## src/rtl/ifetch_unit_if.sv

```systemverilog
// Fetch-side signal bundle: PC register hookup, I-memory request/response and decode handshake.
// master is the fetch unit's view; slave is the view of the surrounding PC/memory/decode logic.
interface ifetch_unit_if #(
    parameter int unsigned XLEN = 32
);
    logic [XLEN-1:0] pc_now;
    logic            pc_reg_en;
    logic            redirect;
    logic            imem_req_valid;
    logic            imem_req_ready;
    logic [XLEN-1:0] imem_addr;
    logic            imem_rsp_valid;
    logic [XLEN-1:0] imem_rsp_data;
    logic            inst_valid;
    logic            inst_ready;
    logic [XLEN-1:0] inst_data;
    logic [XLEN-1:0] inst_pc;
    logic            inst_fault;

    modport master (
        input  pc_now, redirect, imem_req_ready, imem_rsp_valid, imem_rsp_data, inst_ready,
        output pc_reg_en, imem_req_valid, imem_addr, inst_valid, inst_data, inst_pc, inst_fault
    );

    modport slave (
        output pc_now, redirect, imem_req_ready, imem_rsp_valid, imem_rsp_data, inst_ready,
        input  pc_reg_en, imem_req_valid, imem_addr, inst_valid, inst_data, inst_pc, inst_fault
    );
endinterface

```

## src/rtl/ifetch_unit.sv

```systemverilog
// Instruction fetch unit: credit-limited in-order I-memory reads from pc_now, buffered for decode.
// Define IFETCH_MISALIGN_CHK_EN to turn misaligned fetch addresses into fault entries.
module ifetch_unit #(
    parameter int unsigned XLEN       = 32,
    parameter int unsigned FIFO_DEPTH = 2
) (
    input logic           clk,
    input logic           rst,
    ifetch_unit_if.master bus
);
    localparam int unsigned AW = $clog2(FIFO_DEPTH);
    localparam int unsigned CW = AW + 1;
    localparam logic [CW:0] DEPTH_W = FIFO_DEPTH[CW:0];

    logic [XLEN-1:0] fifo_data [FIFO_DEPTH];
    logic [XLEN-1:0] fifo_pc   [FIFO_DEPTH];
    logic [XLEN-1:0] pend_pc   [FIFO_DEPTH];
    logic [AW-1:0]   fifo_wr_q, fifo_rd_q, pend_wr_q, pend_rd_q;
    logic [CW-1:0]   fifo_cnt_q, outstanding_q, drop_q;
    logic [CW:0]     in_use;
    logic            credit, blocked, fault_push, req_valid, fire;
    logic            rsp_keep, rsp_drop, push, pop, inst_valid;
    logic [XLEN-1:0] push_data, push_pc;

    // Credits cover both in-flight requests and buffered words, so a response always has a slot.
    assign in_use     = {1'b0, outstanding_q} + {1'b0, fifo_cnt_q};
    assign credit     = in_use < DEPTH_W;
    assign req_valid  = rst & ~bus.redirect & credit & ~blocked;
    assign fire       = req_valid & bus.imem_req_ready;
    assign rsp_keep   = bus.imem_rsp_valid & (drop_q == '0);
    assign rsp_drop   = bus.imem_rsp_valid & (drop_q != '0);
    assign push       = rsp_keep | fault_push;
    assign inst_valid = fifo_cnt_q != '0;
    assign pop        = inst_valid & bus.inst_ready;
    assign push_data  = fault_push ? '0 : bus.imem_rsp_data;
    assign push_pc    = fault_push ? bus.pc_now : pend_pc[pend_rd_q];

    assign bus.imem_req_valid = req_valid;
    assign bus.imem_addr      = bus.pc_now;
    assign bus.pc_reg_en      = fire | (rst & bus.redirect);
    assign bus.inst_valid     = inst_valid;
    assign bus.inst_data      = inst_valid ? fifo_data[fifo_rd_q] : '0;
    assign bus.inst_pc        = inst_valid ? fifo_pc[fifo_rd_q] : '0;

`ifdef IFETCH_MISALIGN_CHK_EN
    logic stall_q;
    logic misalign;
    logic fifo_flt [FIFO_DEPTH];

    assign misalign = bus.pc_now[1:0] != 2'b00;
    assign blocked  = misalign | stall_q;
    // Fault waits until every live request has returned so it lands in program order.
    assign fault_push = misalign & ~stall_q & credit & ~bus.redirect &
                        (outstanding_q == drop_q);
    assign bus.inst_fault = inst_valid & fifo_flt[fifo_rd_q];

    always_ff @(posedge clk or negedge rst) begin
        if (!rst) begin
            stall_q <= 1'b0;
        end else if (bus.redirect) begin
            stall_q <= 1'b0;
        end else if (fault_push) begin
            stall_q <= 1'b1;
        end
    end

    always_ff @(posedge clk or negedge rst) begin
        if (!rst) begin
            for (int i = 0; i < int'(FIFO_DEPTH); i++) begin
                fifo_flt[i] <= 1'b0;
            end
        end else if (push && !bus.redirect) begin
            fifo_flt[fifo_wr_q] <= fault_push;
        end
    end
`else
    assign blocked        = 1'b0;
    assign fault_push     = 1'b0;
    assign bus.inst_fault = 1'b0;
`endif

    always_ff @(posedge clk or negedge rst) begin
        if (!rst) begin
            for (int i = 0; i < int'(FIFO_DEPTH); i++) begin
                fifo_data[i] <= '0;
                fifo_pc[i]   <= '0;
            end
            fifo_wr_q  <= '0;
            fifo_rd_q  <= '0;
            fifo_cnt_q <= '0;
        end else if (bus.redirect) begin
            // A same-cycle pop was already seen by decode; flushing the rest covers it.
            fifo_wr_q  <= '0;
            fifo_rd_q  <= '0;
            fifo_cnt_q <= '0;
        end else begin
            if (push) begin
                fifo_data[fifo_wr_q] <= push_data;
                fifo_pc[fifo_wr_q]   <= push_pc;
                fifo_wr_q            <= fifo_wr_q + 1'b1;
            end
            if (pop) begin
                fifo_rd_q <= fifo_rd_q + 1'b1;
            end
            fifo_cnt_q <= fifo_cnt_q + CW'(push) - CW'(pop);
        end
    end

    always_ff @(posedge clk or negedge rst) begin
        if (!rst) begin
            for (int i = 0; i < int'(FIFO_DEPTH); i++) begin
                pend_pc[i] <= '0;
            end
            pend_wr_q <= '0;
            pend_rd_q <= '0;
        end else if (bus.redirect) begin
            pend_wr_q <= '0;
            pend_rd_q <= '0;
        end else begin
            if (fire) begin
                pend_pc[pend_wr_q] <= bus.pc_now;
                pend_wr_q          <= pend_wr_q + 1'b1;
            end
            if (rsp_keep) begin
                pend_rd_q <= pend_rd_q + 1'b1;
            end
        end
    end

    always_ff @(posedge clk or negedge rst) begin
        if (!rst) begin
            outstanding_q <= '0;
            drop_q        <= '0;
        end else if (bus.redirect) begin
            // Whatever is still in flight after this cycle belongs to the squashed path.
            outstanding_q <= outstanding_q - CW'(bus.imem_rsp_valid);
            drop_q        <= outstanding_q - CW'(bus.imem_rsp_valid);
        end else begin
            outstanding_q <= outstanding_q + CW'(fire) - CW'(bus.imem_rsp_valid);
            drop_q        <= drop_q - CW'(rsp_drop);
        end
    end
endmodule

```

## src/flat_wrapper.sv

```systemverilog
// flat-port wrapper written by rule: the top's interface ports become plain ports
module ifetch_unit_flat 
#(
    parameter int unsigned XLEN       = 32,
    parameter int unsigned FIFO_DEPTH = 2
)
  (clk, rst, bus_pc_now, bus_redirect, bus_imem_req_ready, bus_imem_rsp_valid, bus_imem_rsp_data, bus_inst_ready, bus_pc_reg_en, bus_imem_req_valid, bus_imem_addr, bus_inst_valid, bus_inst_data, bus_inst_pc, bus_inst_fault);
  ifetch_unit_if #(.XLEN(XLEN)) bus_i ();
  input logic clk;
  input logic rst;
  input wire logic [$bits(bus_i.pc_now)-1:0] bus_pc_now;
  input wire logic [$bits(bus_i.redirect)-1:0] bus_redirect;
  input wire logic [$bits(bus_i.imem_req_ready)-1:0] bus_imem_req_ready;
  input wire logic [$bits(bus_i.imem_rsp_valid)-1:0] bus_imem_rsp_valid;
  input wire logic [$bits(bus_i.imem_rsp_data)-1:0] bus_imem_rsp_data;
  input wire logic [$bits(bus_i.inst_ready)-1:0] bus_inst_ready;
  output wire logic [$bits(bus_i.pc_reg_en)-1:0] bus_pc_reg_en;
  output wire logic [$bits(bus_i.imem_req_valid)-1:0] bus_imem_req_valid;
  output wire logic [$bits(bus_i.imem_addr)-1:0] bus_imem_addr;
  output wire logic [$bits(bus_i.inst_valid)-1:0] bus_inst_valid;
  output wire logic [$bits(bus_i.inst_data)-1:0] bus_inst_data;
  output wire logic [$bits(bus_i.inst_pc)-1:0] bus_inst_pc;
  output wire logic [$bits(bus_i.inst_fault)-1:0] bus_inst_fault;
  assign bus_i.pc_now = bus_pc_now;
  assign bus_i.redirect = bus_redirect;
  assign bus_i.imem_req_ready = bus_imem_req_ready;
  assign bus_i.imem_rsp_valid = bus_imem_rsp_valid;
  assign bus_i.imem_rsp_data = bus_imem_rsp_data;
  assign bus_i.inst_ready = bus_inst_ready;
  assign bus_pc_reg_en = bus_i.pc_reg_en;
  assign bus_imem_req_valid = bus_i.imem_req_valid;
  assign bus_imem_addr = bus_i.imem_addr;
  assign bus_inst_valid = bus_i.inst_valid;
  assign bus_inst_data = bus_i.inst_data;
  assign bus_inst_pc = bus_i.inst_pc;
  assign bus_inst_fault = bus_i.inst_fault;
  ifetch_unit #(.XLEN(XLEN), .FIFO_DEPTH(FIFO_DEPTH)) u_core (.clk(clk), .rst(rst), .bus(bus_i));
endmodule
```

## config.mk

```make
export PLATFORM = sky130hd
export DESIGN_NAME = ifetch_unit_flat
export DESIGN_NICKNAME = d
export VERILOG_FILES = /design/src/rtl/ifetch_unit_if.sv /design/src/rtl/ifetch_unit.sv /design/src/flat_wrapper.sv
export SDC_FILE = /design/constraint.sdc
export NUM_CORES = 1
export LEC_CHECK = 0
export BUFFER_PORTS_ARGS = -buffer_cell sky130_fd_sc_hd__buf_4
export CORE_MARGIN = 8
export CORE_UTILIZATION = 50
export DETAILED_ROUTE_END_ITERATION = 10
export GPL_TIMING_DRIVEN = 0
export PLACE_DENSITY_LB_ADDON = 0.08
export SLEW_MARGIN = 25
export SYNTH_ARGS = -nofsm -noshare
export SYNTH_HDL_FRONTEND = slang
export SYNTH_SLANG_ARGS = --single-unit
```

## constraint.sdc

```tcl
create_clock -name clk -period 3.6 [get_ports clk]
set_input_delay 0.18 -clock clk [delete_from_list [all_inputs] [get_ports clk]]
set_output_delay 0.18 -clock clk [all_outputs]
set_load 0.02 [all_outputs]
```

---- After elaboration in Yosys (flattened, before gate mapping) ----
Cells that the tools add are included.
storage, ports and cells
  flip-flop bits (word level) ............. 202
  bits of input ports ..................... 70
  output and inout bits ................... 100
  logic and storage cells ................. 83
operators by class
  add/sub/neg operators ................... 11
  order comparisons ....................... 7
  muxes and demuxes ....................... 29
  bitwise logic cells ..................... 13
  reductions and logical operators ........ 10
operators by type and width
  operator             count
  $mux 32              13
  $bwmux 64            3
  $demux 32 s1         2
  $reduce_bool 2->1    5
  $ge 2x2->1 const B   4
  $mux 1               8
  $not 1->2            4
  $sub 2x1->2          4
  $and 1x1->1          7
  $mux 2               3
  $add 1x1->1 const B  4
  $add 2x1->2          2
  $lt 2x1->1 const B   2
  $reduce_and 2->1     2
  $add 2x2->3          1
  $lt 3x2->1 const B   1
  $logic_and 1x1->1    2
  $logic_not 2->1      1
  $not 1->1            1
  $or 1x1->1           1

---- Depth between registers and ports, before layout ----
  word-level depth ........................ 7
  gate-level depth with buffers ........... 8
  mapped depth without buffers ............ 8

---- Least setup slack after synthesis ----
No wires, ideal clock.
  path kind ............................... register -> register
  start ................................... register u_core.fifo_cnt_q[0]
  end ..................................... register u_core.pend_pc[10] (netlist bit)
  library setup time ...................... 125 ps
  data arrival time ....................... 2259 ps
  data required time ...................... 3475 ps
  slack ................................... 1216 ps
  stages on the path, launching flop included .. 9
  path buffers ............................ 2
  clock period less this slack ............ 2384 ps
  cell sequence ........................... dfrtp_1 -> inv_1 -> nor2_1 -> fa_1 -> nor4b_4 -> and3_1 -> buf_6 -> buf_12 -> mux2_4
on the way
  longest elaborated chain between the ends .. 5
RTL lines
  element                          line                source
  from (decl)                      ifetch_unit.sv:19   logic [CW-1:0] fifo_cnt_q, outstanding_q, drop_q;
  from (signal assigned)           ifetch_unit.sv:105  fifo_cnt_q <= fifo_cnt_q + CW'(push) - CW'(pop);
  $add 2x2->3                      ifetch_unit.sv:26   assign in_use = {1'b0, outstanding_q} + {1'b0, fifo_cnt_q};
  $lt 3x2->1                       ifetch_unit.sv:27   assign credit = in_use < DEPTH_W;
  $and 1x1->1                      ifetch_unit.sv:28   assign req_valid = rst & ~bus.redirect & credit & ~blocked;
  via bus_imem_req_valid           flat_wrapper.sv:18  output wire logic [$bits(bus_i.imem_req_valid)-1:0] bus_imem_req_valid;
  $and 1x1->1                      ifetch_unit.sv:29   assign fire = req_valid & bus.imem_req_ready;
  $reduce_and 2->1 (no line)       -
  to (signal, indexed assignment)  ifetch_unit.sv:121  pend_pc[pend_wr_q] <= bus.pc_now;
  to (decl)                        ifetch_unit.sv:17   logic [XLEN-1:0] pend_pc [FIFO_DEPTH];
The timed path passes the listed nets, and every way through them passes these cells.
A chain may end at the register's enable or synchronous reset.

---- Worst setup path in the final report ----
  start ................................... register u_core.fifo_cnt_q[1]
  end ..................................... output port bus_inst_pc[30]
on the way
  longest elaborated chain between the ends .. 2
RTL lines
  element            line                source
  $reduce_bool 2->1  ifetch_unit.sv:33   assign inst_valid = fifo_cnt_q != '0;
  $mux 32            ifetch_unit.sv:43   assign bus.inst_pc = inst_valid ? fifo_pc[fifo_rd_q] : '0;
  to (decl)          flat_wrapper.sv:22  output wire logic [$bits(bus_i.inst_pc)-1:0] bus_inst_pc;
Every way passes these cells.

==> impl_results.md <==
- R2r worst-path depth: 8
- Synthesis-to-layout area growth: 31.3%
- Synth warn: 0
- GP Congestion: 0.745
- Mapped Nets: 749
- Largest area contributor in the netlist: dfrtp_1
- Mux contribution to synthesized area: 34.8%
- Skew final: between 0.007 and 0.008 ns
- Combinational group share of total power: 37.1%
- I/O pins: 170
- Max rail drop VDD: 0.393 mV
- CP Data Required Time: 3.42 ns
- Simple-gate share of the synthesized area: 4.01%
- RSZ-0062 raised after global routing: no
- Post-Syn Instances: 673
- GRT Total Usage: 19.0%
- Fin cells: 1,177
- Syn_area_per_cell: 14.1 sq um
- Pre-CTS WS: about 1.2 ns
- Hold depth: 3
- Compound-Gate Fraction of Synth Area: 0.317%
- Flop pwr share: 39.7%
- Fmax: 344 MHz
- Antenna Cells: 0
- Adder-cell share of the synthesized area: 0.871%
- Final setup violation count: 0
- Routed Antenna Nets: 0
- DP Cell Count: between 1k and 1.5k
- Std cell rows: 50
- Initial antenna violation count: 0
- Post-CTS sizing: 0
- Share of post-route cells with drive strength above 1: roughly half
- CTS sink cnt: 202
- Count of cell types in the netlist: 31
- Crit path max fanout: 10
- Die X: 154 microns
- Vias in the first global route: 6,977
- Count of state elements after synthesis: 202
- Status: complete, no violations
- Wirelength, routed: 21,800 microns
- CP arrival: 2.73 ns
- PD cells: between 700 and 800 nW/um^2
- Worst hold path class: primary input to flop
- Worst Setup End Kind: output pin
- Setup TNS: 0 ns
- Postcts setup bufs: 0
- CTS buffer count: 22
- Remaining Overflow, GRT: 0
- Period utilization: 80.8%
- Via count: between 6k and 7k
- Final setup margin: 0.690 ns
- Int Power: 6450 uW
- Vias/cell: slightly above 5
- Setup CP Type: flop to output pin
- Max incr delay on CP: 0.57 ns
- Placed cell area: between 10,000 and 15,000 sq um
- Post-route cell area: between 10,000 and 15,000 sq um
- Max_cap viols: 0
- Largest family of logic cells by synthesized area: multiplexers
- Fin. Hold Viols: 0
- Switching power: 2960 uW
- Clock period minus worst slack: 2.91 ns
- Clock share of power: between 20% and 30%
- H-Tree Level Count: 1
- Register area share after synthesis: a little over half
- Largest net degree at the start of global routing: 99
- XOR/XNOR Fraction of Synth Area: 0.739%
- Max Buffers Root-to-Sink: 3
- Initial core utilization: 50.9%
- CTS clock-pin slew for the worst setup and hold paths: 0.06 ns
- Worst-Skew Late Latency: about 0.5 ns
- Worst-path cell chain: nor2_1, clkbuf_1, buf_1, nor2_1, buf_4
- Startpoint types: flop
- Mapped Area: 9490 sq um
- Detailed Route Iter0 Violations: 221
- Detailed Place HPWL: 14,800 microns
- Total leakage power: ~0.0060 uW
- Slowest cell on the critical path: clkbuf_1
- Drt drc: 0
- Most common cell on crit path: nor2_1
- Top cell type's share of synthesized area: 53.3%
- Final net count: 1,008
- # port buffers: 168
- Root cell of the clock tree: clkbuf_16
- CORE AREA: 18,600 sq um
- Pins over their slew limit: 0
- Switch share: 31.5%
- First-pass GRT wire length: 36,700 microns
- Wire length per cell: between 15 and 20 microns
- CTS tree: yes
- Fillers: 1,378
- TritonRoute pass-1 iters: 4
- Synth top area cells: dfrtp_1, mux2_2, mux2i_1
- Max_slew headroom: about two fifths
- Chip Height: 154 microns
- Worst slew pin tran: 0.911 ns
- Die area: 23,600 sq um
[cells in the mapped netlist]
master	count
fa_1	1
nor3b_2	1
a21o_1	1
mux2_2	187
a21oi_1	1
mux2_1	8
nor2b_1	2
and3_1	1
ha_1	5
buf_2	12
buf_4	34
and2_1	1
nand2b_1	1
xor2_1	3
nand3b_4	1
dfrtp_1	202
nor2_1	71
o21a_1	1
clkbuf_1	10
o21ai_0	2
buf_12	3
conb_1	1
inv_1	7
mux2i_1	65
nor4b_4	1
buf_1	4
mux2_4	30
nor3b_4	1
xnor2_1	5
nand3b_1	1
buf_6	10
[logic make-up (layout without fill, tap and decap cells)]
kind of cell	count (synthesis)	count (layout)
buffers and inverters	80	350
flip-flops	202	202
other	1	1
adder cells (fa/ha/maj)	6	6
AND/OR/NAND/NOR	81	81
multiplexers	290	290
XOR/XNOR	8	8
AO/OA/AOI/OAI	5	5
[worst paths after layout]
path	startpoint	to	slack, ns
max	u_core.fifo_cnt_q[1]	bus_inst_pc[30]	0.69
min	bus_redirect	u_core.outstanding_q[1]	0.03
max reg2reg	u_core.fifo_cnt_q[0]	u_core.pend_pc[12]	1.18
min reg2reg	u_core.fifo_data[34]	u_core.fifo_data[34]	0.49
max in group asynchronous	rst	u_core.fifo_data[0]	2.55
min in group asynchronous	rst	u_core.pend_pc[45]	0.19
[registers in the layout (all words and copies together), names as in the netlist]
signal                flops
u_core.drop_q             2
u_core.fifo_cnt_q         2
u_core.fifo_data         64
u_core.fifo_pc           64
u_core.fifo_rd_q          1
u_core.fifo_wr_q          1
u_core.outstanding_q      2
u_core.pend_pc           64
u_core.pend_rd_q          1
u_core.pend_wr_q          1
[routing by layer]
layer | up-vias | global-route usage (%) | wire length [microns]
met5 | - | 0 | 0
met4 | 0 | 3.50 | 346
met3 | 29 | 3.64 | 1010
met2 | 133 | 33.2 | 10800
met1 | 3068 | 24.2 | 9640
li1 | 2811 | - | -
[per-stage QoR]
stage / utilization [%] / power, uW / hold WS (ns)
after global placement: 59.2 / 7040 / 0.408
final: 66.8 / 9410 / 0.0316
after global routing: 66.8 / 10000 / 0.0397
after detailed placement: 59.6 / 7230 / 0.119
after CTS: 66.8 / 9520 / 0.0142
after floorplan: - / 6080 / -0.116
[placed cells by master, fill, tap and decap left out, types with 2 or more instances in the layout]
cell,synthesis,layout
dfrtp_1,202,202
buf_4,34,201
mux2_2,187,187
nor2_1,71,71
mux2i_1,65,65
dlygate4sd3_1,0,65
mux2_4,30,30
clkbuf_16,0,23
clkbuf_1,10,13
buf_2,12,12
buf_6,10,10
mux2_1,8,8
inv_1,7,7
xnor2_1,5,5
ha_1,5,5
clkbuf_8,0,5
buf_1,4,4
xor2_1,3,3
buf_12,3,3
clkinv_2,0,3
o21ai_0,2,2
nor2b_1,2,2
buf_16,0,2
[area by class of cell]
| class | instances | area (sq um) | area share, % |
|---|---|---|---|
| tap | 234 | 293 | 2.35 |
| multi-input combinational | 391 | 3860 | 31.0 |
| clock buffer | 31 | 656 | 5.26 |
| sequential | 202 | 5050 | 40.6 |
| timing repair buffer | 235 | 1970 | 15.9 |
| clock inverter | 4 | 45.0 | 0.362 |
| buffer | 73 | 541 | 4.34 |
| inverter | 7 | 26.3 | 0.211 |
[power groups by stage]
stage | registers, uW | clock network, uW | logic, uW
after floorplan | 3600 | 0 | 2480
after global placement | 3680 | 0 | 3360
after detailed placement | 3760 | 0 | 3470
after CTS | 3730 | 2240 | 3550
after global routing | 3860 | 2340 | 3820
final | 3730 | 2180 | 3490
[worst max-delay path: cells and delay by family (launching register included)]
kind / cells / cell delay, ns
buf+inv: 3 / 1.29
flops: 1 / 0.43
simple gates: 2 / 0.51
[repair_timing]
action                                  in CTS  in global routing
endpoints found under the hold margin      222                  0
hold buffers                                65                  0
endpoints found under the setup margin       0                  0
Note: power is estimated with default switching activity, not from simulation.
